## config.mk

```make
export PLATFORM = sky130hd
export DESIGN_NAME = wb_io_capture
export DESIGN_NICKNAME = d
export VERILOG_FILES = /design/src/rtl/wb_io_capture_pkg.sv /design/src/rtl/io_sync.sv /design/src/rtl/wb_io_capture.sv
export SDC_FILE = /design/constraint.sdc
export NUM_CORES = 1
export LEC_CHECK = 0
export CAP_MARGIN = 20
export CORE_MARGIN = 10
export CORE_UTILIZATION = 38
export CTS_CLUSTER_SIZE = 14
export DETAILED_ROUTE_END_ITERATION = 8
export GPL_TIMING_DRIVEN = 0
export PLACE_DENSITY_LB_ADDON = 0.3
export SKIP_LAST_GASP = 1
export SYNTH_ARGS = -nofsm -noshare
export SYNTH_HDL_FRONTEND = slang
export SYNTH_HIERARCHICAL = 1
export SYNTH_SLANG_ARGS = --single-unit
```

## constraint.sdc

```tcl
create_clock -name wb_clk_i -period 2.85 [get_ports wb_clk_i]
set_input_delay 0.57 -clock wb_clk_i [delete_from_list [all_inputs] [get_ports wb_clk_i]]
set_output_delay 0.57 -clock wb_clk_i [all_outputs]
set_load 0.02 [all_outputs]
```

## src/rtl/wb_io_capture_pkg.sv

```systemverilog
// wb_io_capture_pkg: register offsets, CTRL/STATUS bit positions
// and field widths shared by the wb_io_capture block.
package wb_io_capture_pkg;

   localparam logic [7:0] OFS_CTRL   = 8'h00;
   localparam logic [7:0] OFS_STATUS = 8'h04;
   localparam logic [7:0] OFS_PINS   = 8'h08;
   localparam logic [7:0] OFS_COUNT  = 8'h0C;
   localparam logic [7:0] OFS_THRESH = 8'h10;

   localparam int CTRL_EN       = 0;
   localparam int CTRL_IRQ_EN   = 1;
   localparam int CTRL_PSEL_LSB = 2;
   localparam int CTRL_CLEAR    = 7;

   localparam int STAT_PEND = 0;
   localparam int STAT_OVF  = 1;

   localparam int PSEL_W = 5;

endpackage

```

## src/rtl/io_sync.sv

```systemverilog
// io_sync: two-flop synchronizer for asynchronous inputs.
// Ports: clk, rst_n (async, active-low), d (async in), q (synced out).
module io_sync #(
   parameter int WIDTH = 1
) (
   input  logic             clk,
   input  logic             rst_n,
   input  logic [WIDTH-1:0] d,
   output logic [WIDTH-1:0] q
);

   logic [WIDTH-1:0] meta;

   always_ff @(posedge clk or negedge rst_n) begin
      if (!rst_n) begin
         meta <= '0;
         q    <= '0;
      end else begin
         meta <= d;
         q    <= meta;
      end
   end

endmodule

```

## src/rtl/wb_io_capture.sv

```systemverilog
// wb_io_capture: Wishbone responder exposing synced io_in, a rising-edge
// counter on a selectable pin, and a threshold interrupt.
// Ports: wb_clk_i, wb_rst_ni (async, active-low), wbs_* classic slave,
// io_in (async pads), irq_o (irq_pend & irq_en).
module wb_io_capture
   import wb_io_capture_pkg::*;
#(
   parameter int          BITS      = 20,
   parameter logic [31:0] BASE_ADDR = 32'h3000_0000
) (
   input  logic            wb_clk_i,
   input  logic            wb_rst_ni,
   input  logic            wbs_cyc_i,
   input  logic            wbs_stb_i,
   input  logic            wbs_we_i,
   input  logic [3:0]      wbs_sel_i,
   input  logic [31:0]     wbs_adr_i,
   input  logic [31:0]     wbs_dat_i,
   output logic            wbs_ack_o,
   output logic [31:0]     wbs_dat_o,
   input  logic [BITS-1:0] io_in,
   output logic            irq_o
);

   logic [BITS-1:0]   s2;
   logic [BITS-1:0]   s3;
   logic [31:0]       s2_w;
   logic [31:0]       s3_w;

   logic              enable;
   logic              irq_en;
   logic [PSEL_W-1:0] pin_sel;
   logic              irq_pend;
   logic              ovf;
   logic [31:0]       count;
   logic [31:0]       thresh;

   logic              edge_det;
   logic              edge_q;
   logic [31:0]       count_inc;
   logic              set_pend;
   logic              set_ovf;

   logic [7:0]        ofs;
   logic              match;
   logic              req;
   logic              wr;
   logic              hit_ctrl;
   logic              hit_status;
   logic              hit_pins;
   logic              hit_count;
   logic              hit_thresh;
   logic              clear;
   logic              w1c_pend;
   logic              w1c_ovf;
   logic [31:0]       rdata;

   io_sync #(.WIDTH(BITS)) u_sync (
      .clk   (wb_clk_i),
      .rst_n (wb_rst_ni),
      .d     (io_in),
      .q     (s2)
   );

   // Zero-extend to 32 bits so any 5-bit pin_sel indexes in range;
   // selects at or above BITS hit constant zeros and never edge.
   assign s2_w = 32'(s2);
   assign s3_w = 32'(s3);

   assign edge_det = enable & s2_w[pin_sel] & ~s3_w[pin_sel];

   assign ofs   = wbs_adr_i[7:0];
   assign match = (wbs_adr_i[31:8] == BASE_ADDR[31:8]);
   assign req   = wbs_cyc_i & wbs_stb_i & match & ~wbs_ack_o;
   assign wr    = req & wbs_we_i;

   assign hit_ctrl   = (ofs == OFS_CTRL);
   assign hit_status = (ofs == OFS_STATUS);
   assign hit_pins   = (ofs == OFS_PINS);
   assign hit_count  = (ofs == OFS_COUNT);
   assign hit_thresh = (ofs == OFS_THRESH);

   assign clear = wr & hit_ctrl & wbs_sel_i[0] & wbs_dat_i[CTRL_CLEAR];

   assign w1c_pend = wr & hit_status & wbs_sel_i[0]
                   & wbs_dat_i[STAT_PEND];
   assign w1c_ovf  = wr & hit_status & wbs_sel_i[0]
                   & wbs_dat_i[STAT_OVF];

   // A clear in the same cycle swallows the edge entirely,
   // including its overflow and threshold side effects.
   assign count_inc = count + 32'd1;
   assign set_pend  = edge_q & ~clear & (count_inc == thresh)
                    & (thresh != 32'd0);
   assign set_ovf   = edge_q & ~clear & (count == '1);

   assign irq_o = irq_pend & irq_en;

   always_comb begin
      rdata = '0;
      unique case (1'b1)
         hit_ctrl: begin
            rdata[CTRL_EN]                        = enable;
            rdata[CTRL_IRQ_EN]                    = irq_en;
            rdata[CTRL_PSEL_LSB +: PSEL_W]        = pin_sel;
         end
         hit_status: begin
            rdata[STAT_PEND] = irq_pend;
            rdata[STAT_OVF]  = ovf;
         end
         hit_pins:   rdata = s2_w;
         hit_count:  rdata = count;
         hit_thresh: rdata = thresh;
         default:    rdata = '0;
      endcase
   end

   always_ff @(posedge wb_clk_i or negedge wb_rst_ni) begin
      if (!wb_rst_ni) begin
         wbs_ack_o <= 1'b0;
         wbs_dat_o <= '0;
         enable    <= 1'b0;
         irq_en    <= 1'b0;
         pin_sel   <= '0;
         irq_pend  <= 1'b0;
         ovf       <= 1'b0;
         count     <= '0;
         thresh    <= '0;
         s3        <= '0;
         edge_q    <= 1'b0;
      end else begin
         wbs_ack_o <= req;
         wbs_dat_o <= req ? rdata : '0;
         s3        <= s2;
         edge_q    <= edge_det;

         if (wr && hit_ctrl && wbs_sel_i[0]) begin
            enable  <= wbs_dat_i[CTRL_EN];
            irq_en  <= wbs_dat_i[CTRL_IRQ_EN];
            pin_sel <= wbs_dat_i[CTRL_PSEL_LSB +: PSEL_W];
         end

         for (int b = 0; b < 4; b++) begin
            if (wr && hit_thresh && wbs_sel_i[b])
               thresh[8*b +: 8] <= wbs_dat_i[8*b +: 8];
         end

         irq_pend <= set_pend | (irq_pend & ~w1c_pend);
         ovf      <= set_ovf  | (ovf & ~w1c_ovf);

         if (clear)
            count <= '0;
         else if (edge_q)
            count <= count_inc;
      end
   end

endmodule

```

=== After elaboration in Yosys (flattened, before gate mapping) ===
Cells that the tools add are included.

* Bits in registers: 167
* Output and inout bits: 34
* Word-level logic and storage cells: 72

* Add/sub/neg operators: 1
* $lt $le $gt $ge: 1
* Equality and inequality tests: 7
* Muxes and demuxes: 10
* Bitwise logic cells: 27
* Reductions and logical operators: 10

{| class="wikitable"
|+ Operator list
! cell !! number
|-
| $mux W32 || 3
|-
| $pmux W25 S3 || 1
|-
| $add A32 B1 Y32 const B || 1
|-
| $eq A32 B32 Y1 || 1
|-
| $eq A32 B32 Y1 const B || 1
|-
| $reduce_bool A32 Y1 || 1
|-
| $eq A24 B22 Y1 const B || 1
|-
| $and A1 B1 Y1 || 20
|-
| $pmux W5 S4 || 1
|-
| $eq A8 B4 Y1 const B || 2
|-
| $bmux W1 S5 || 2
|-
| $pmux W2 S5 || 1
|-
| $eq A8 B3 Y1 const B || 1
|-
| $eq A8 B5 Y1 const B || 1
|-
| $logic_not A8 Y1 || 1
|-
| $logic_and A1 B1 Y1 || 7
|-
| $lt A5 B6 Y1 const B || 1
|-
| $not A1 Y1 || 5
|-
| $mux W1 || 2
|-
| $or A1 B1 Y1 || 2
|-
| $reduce_bool A2 Y1 || 1
|}

=== Longest topological paths before layout ===
* Word-level depth: 12
* Depth in mapped cells: 9

=== Hierarchy ===
Netlist, hierarchy kept.

{| class="wikitable"
|+ By module, submodules not included
! module !! times used !! cells an instance !! area an instance (sq um) !! sequential area each (sq um)
|-
| wb_io_capture || 1 || 668 || 6,800.3 || 3,178.0
|-
| io_sync || 1 || 40 || 1,001.0 || 1,001.0
|}

=== Worst setup path before layout ===
OpenSTA, ideal clock, no wires.

* Path type: input -> register
* From: input wbs_adr_i[16]
* To: register thresh[10]
* Library setup time: 0.125 ns
* Arrival: 2.452 ns
* Slack: 0.273 ns
* Stages: 9
* Cells stage by stage: nor4_1 -> nand4_1 -> or3_1 -> buf_2 -> inv_1 -> and3_1 -> and2_1 -> buf_2 -> mux2_2

* Word-level cells in the longest chain between the ends: 6

{| class="wikitable"
|+ RTL lines
! element !! RTL line !! text
|-
| start: declaration || wb_io_capture.sv:17 || <nowiki>input logic [31:0] wbs_adr_i,</nowiki>
|-
| $eq A24 B22 Y1 || wb_io_capture.sv:73 || <nowiki>assign match = (wbs_adr_i[31:8] == BASE_ADDR[31:8]);</nowiki>
|-
| $and A1 B1 Y1 (2 in series) || wb_io_capture.sv:74 || <nowiki>assign req = wbs_cyc_i & wbs_stb_i & match & ~wbs_ack_o;</nowiki>
|-
| net req || wb_io_capture.sv:46 || <nowiki>logic req;</nowiki>
|-
| $and A1 B1 Y1 || wb_io_capture.sv:75 || <nowiki>assign wr = req & wbs_we_i;</nowiki>
|-
| $logic_and A1 B1 Y1 (2 in series) || wb_io_capture.sv:144 || <nowiki>if (wr && hit_thresh && wbs_sel_i[b])</nowiki>
|-
| end signal: indexed assignment || wb_io_capture.sv:145 || <nowiki>thresh[8*b +: 8] <= wbs_dat_i[8*b +: 8];</nowiki>
|-
| end: declaration || wb_io_capture.sv:36 || <nowiki>logic [31:0] thresh;</nowiki>
|}

The timed path passes the listed nets, and every way through them passes these cells.
A chain may end at the register's enable or synchronous reset.

=== Worst setup path after layout ===
* From: input wbs_adr_i[8]
* To: register pin_sel[0]

* Word-level cells in the longest chain between the ends: 6

{| class="wikitable"
|+ RTL lines
! element !! RTL line !! text
|-
| $eq A24 B22 Y1 || wb_io_capture.sv:73 ||
|-
| $and A1 B1 Y1 (2 in series) || wb_io_capture.sv:74 ||
|-
| $and A1 B1 Y1 || wb_io_capture.sv:75 ||
|-
| $logic_and A1 B1 Y1 (2 in series) || wb_io_capture.sv:137 || <nowiki>if (wr && hit_ctrl && wbs_sel_i[0]) begin</nowiki>
|-
| end signal: assignment || wb_io_capture.sv:140 || <nowiki>pin_sel <= wbs_dat_i[CTRL_PSEL_LSB +: PSEL_W];</nowiki>
|-
| end: declaration || wb_io_capture.sv:32 || <nowiki>logic [PSEL_W-1:0] pin_sel;</nowiki>
|}

No other way between the ends.

==> metrics.yaml <==
clockBufferDepth: 2
syn_area_per_cell_um2: 11.0
reg2reg_depth: 8
place_congestion: 0.919
via_per_inst: 5.34
met2_usage_pct: 25.3
cp.required_ps: 3170
num_antenna_cells: 0
crit_path_top_delay_cell: "nor4_4"
slew_viol_final: 0
netlist-cell-type-count: 58
synth-async-reset-ratio_pct: 100
portBuffers: 125
synth_top_area_share_pct: 53.6
crit_cells: 7
relSlewSlack_pct: 51.0
die_height_um: 163
ctsHoldBuffers: 0
multi_input_area_um2: 3420
crit_chain: "clkdlybuf4s50_1, nor4_1, nand4_1, or3_1, buf_4, nor4_4, mux2_2"
max_cap_violations: 0
synth_top_cell_by_area: "dfrtp_1"
initialDrtViolationCount: 391
tightest_slew_ps: 733
cellPowerDensity_nw_per_um2: 497
vias: 6090
fin_skew_ps: 9.15
critical-path-max-stage-delay_ps: 590
cts-root-buf: "clkbuf_16"
wl_per_cell_um: 18.9
core-area_um2: 20200
dp_hpwl_um: 15900
synth_edf_count: 0
crit_path_max_fanout: 8
start_util_pct: 38.6
ios: 127
yosysWarnings: 6
outcome: "completed"
antenna_left: 0
clock_latency_ps: 430
wl_um: 21600
drive_gt1_share_pct: 16.1
ir_worst_vdd_uv: 358
rsz0062_at_grt: "false"
finalCriticalPeriod_ps: 2740
grt_pass1_wl_um: 33800
worst_setup_path_end_kind: "register"
p_leak_nw: 4.10
track_usage_pct: 16.2
hold_viol: 0
cpLargestDelayFamily: "simple AND/OR/NAND/NOR gates"
arrival_ps: 3060
final_util_pct: 50.3
rows: 52
nNetsFinal: 952
n_fill_cell: 1828
antenna_found_initial: 0
path_clk_slew_ps: 70
finalNonFillerCells: 1140
place_inst: 1104
fin_area_um2: 10200
criticalPathCategory: "input port to register"
ys_ff_latch: 167
synth_area_um2: 7800
hold_class: "input port to asynchronous set/reset pin"
cts_tree: "yes"
hold-worst-slack_ps: 79.7
dieArea_um2: 26700
grt_pass1_vias: 6106
seq_area_um2: 4180
cts_buffers: 17
busiest_layer: "met2"
fp.dieW_um: 163
gr-usage-met3_pct: 4.15
placedInstanceArea_um2: 9420
overflow: 0
htreeDepth: 4
fin_crit_sh_pct: 96.1
synthTopCellsByArea: "dfrtp_1 (54%), mux2_2 (7.8%), xor2_1 (3.7%)"
yosys_most_used_dff: "dfrtp_1"
fmax_mhz: 365
cp_num_buf_inv: 2
syn2layout_area_growth_pct: 30.4
met1_usage_pct: 21.5
yosysSeqAreaShare_pct: 53.6
cts.sink_count: 167
synth_cells: 708
power_mw: 5.05
setup_viol: 0
syn_nets: 802
drt-pass1-iter-count: 5
critPathLaunchType: "input port"
drc: 0
grt_max_degree: 96
==> Yosys cell counts (all sizes together) (6+ instances only) <==
| cell | count |
|---|---|
| a21oi | 12 |
| a222oi | 7 |
| a22oi | 26 |
| and2 | 7 |
| and3 | 6 |
| buf | 24 |
| clkbuf | 24 |
| dfrtp | 167 |
| inv | 10 |
| mux2 | 54 |
| nand2 | 40 |
| nand2b | 8 |
| nand3 | 25 |
| nand4 | 26 |
| nor2 | 76 |
| nor3 | 8 |
| nor4 | 26 |
| o21ai | 21 |
| o221ai | 6 |
| or3 | 10 |
| xnor2 | 32 |
| xor2 | 34 |
==> layout make-up <==
class,count,share of cell area [%]
clock buffer,18,4.22
inverter,10,0.369
sequential,167,41.1
clock inverter,13,1.81
timing repair buffer,132,13.2
tap,270,3.32
multi-input combinational,483,33.7
buffer,47,2.33
==> final timing paths <==
check                                           from                endpoint  slack (ps)
hold / removal                             wb_rst_ni  thresh[31]$_DFFE_PN0P_          80
hold reg to reg            u_sync/meta[18]$_DFF_PN0_  u_sync/q[18]$_DFF_PN0_         350
min in group wb_clk_i      u_sync/meta[18]$_DFF_PN0_  u_sync/q[18]$_DFF_PN0_         350
setup reg to reg                count[1]$_DFFE_PN0P_      irq_pend$_DFF_PN0_         130
max in group asynchronous                  wb_rst_ni  thresh[10]$_DFFE_PN0P_        1910
setup / recovery                        wbs_adr_i[8]  pin_sel[0]$_DFFE_PN0N_         110
==> worst reg2reg max path: cells and delay by family (launching register included) <==
kind / cells / cell delay, ps
AO/OA/AOI/OAI: 2 / 400
XOR/XNOR: 1 / 120
adder cells (fa/ha/maj): 1 / 300
flip-flops: 1 / 470
AND/OR/NAND/NOR: 4 / 1330
==> layer usage <==
layer	part of all wire, %	routed length (um)
met5	0	0
met4	1.6	350
met3	6.9	1480
met2	46	10000
met1	45	9760
==> through the flow <==
step	TNS [ps]	worst slack, ps
5_1_grt	0	1.24
3_3_place_gp	-974750	-5550
3_5_place_dp	-52510	-823
6_report	0	112
2_1_floorplan	0	273
4_1_cts	0	1.32
==> cell families (layout without fill, tap and decap cells) <==
kind of cell | after synthesis | after routing | synth area share (%)
compound gates | 101 | 101 | 9.19
xor+xnor | 66 | 66 | 7.51
fa+ha+maj | 2 | 2 | 0.289
buf+inv | 58 | 220 | 3.35
flops | 167 | 167 | 53.6
mux | 58 | 58 | 8.31
simple gates | 256 | 256 | 17.8
==> layout by cell type (no fill, tap or decap), types with 8 or more instances in the layout <==
| cell type | netlist | final |
|---|---|---|
| dfrtp_1 | 167 | 166 |
| nand2b_1 | 8 | 8 |
| nor2_1 | 76 | 75 |
| clkbuf_1 | 23 | 19 |
| clkdlybuf4s50_1 | 0 | 124 |
| mux2_2 | 54 | 54 |
| nor4_1 | 20 | 20 |
| nand4_1 | 25 | 25 |
| xor2_1 | 33 | 33 |
| o21ai_0 | 21 | 21 |
| a22oi_1 | 26 | 26 |
| clkbuf_16 | 0 | 17 |
| nand2_1 | 40 | 40 |
| inv_1 | 10 | 9 |
| or3_1 | 10 | 10 |
| xnor2_1 | 32 | 32 |
| buf_2 | 19 | 15 |
| nand3_1 | 25 | 24 |
| buf_4 | 3 | 10 |
| a21oi_1 | 12 | 12 |
==> power breakdown <==
group	switching, mW	internal (mW)	total (mW)	leakage, nW
clock network	1.05	1.34	2.39	0.300
logic	0.0930	0.138	0.231	1.77
registers	0.0194	2.41	2.43	2.03
==> registers in the layout, indices dropped and copies added, names as in the netlist <==
name	flops
wbs_ack_o	1
count	32
enable	1
irq_pend	1
edge_q	1
thresh	32
ovf	1
pin_sel	5
u_sync/q	20
wbs_dat_o	32
s3	20
irq_en	1
u_sync/meta	20
==> what timing repair did <==
action,CTS,global route
setup endpoints to repair,70,57
resized for setup,13,14
buffers inserted,3,3
pin swaps,2,4
No activity file was read; power rests on OpenSTA's default activity.
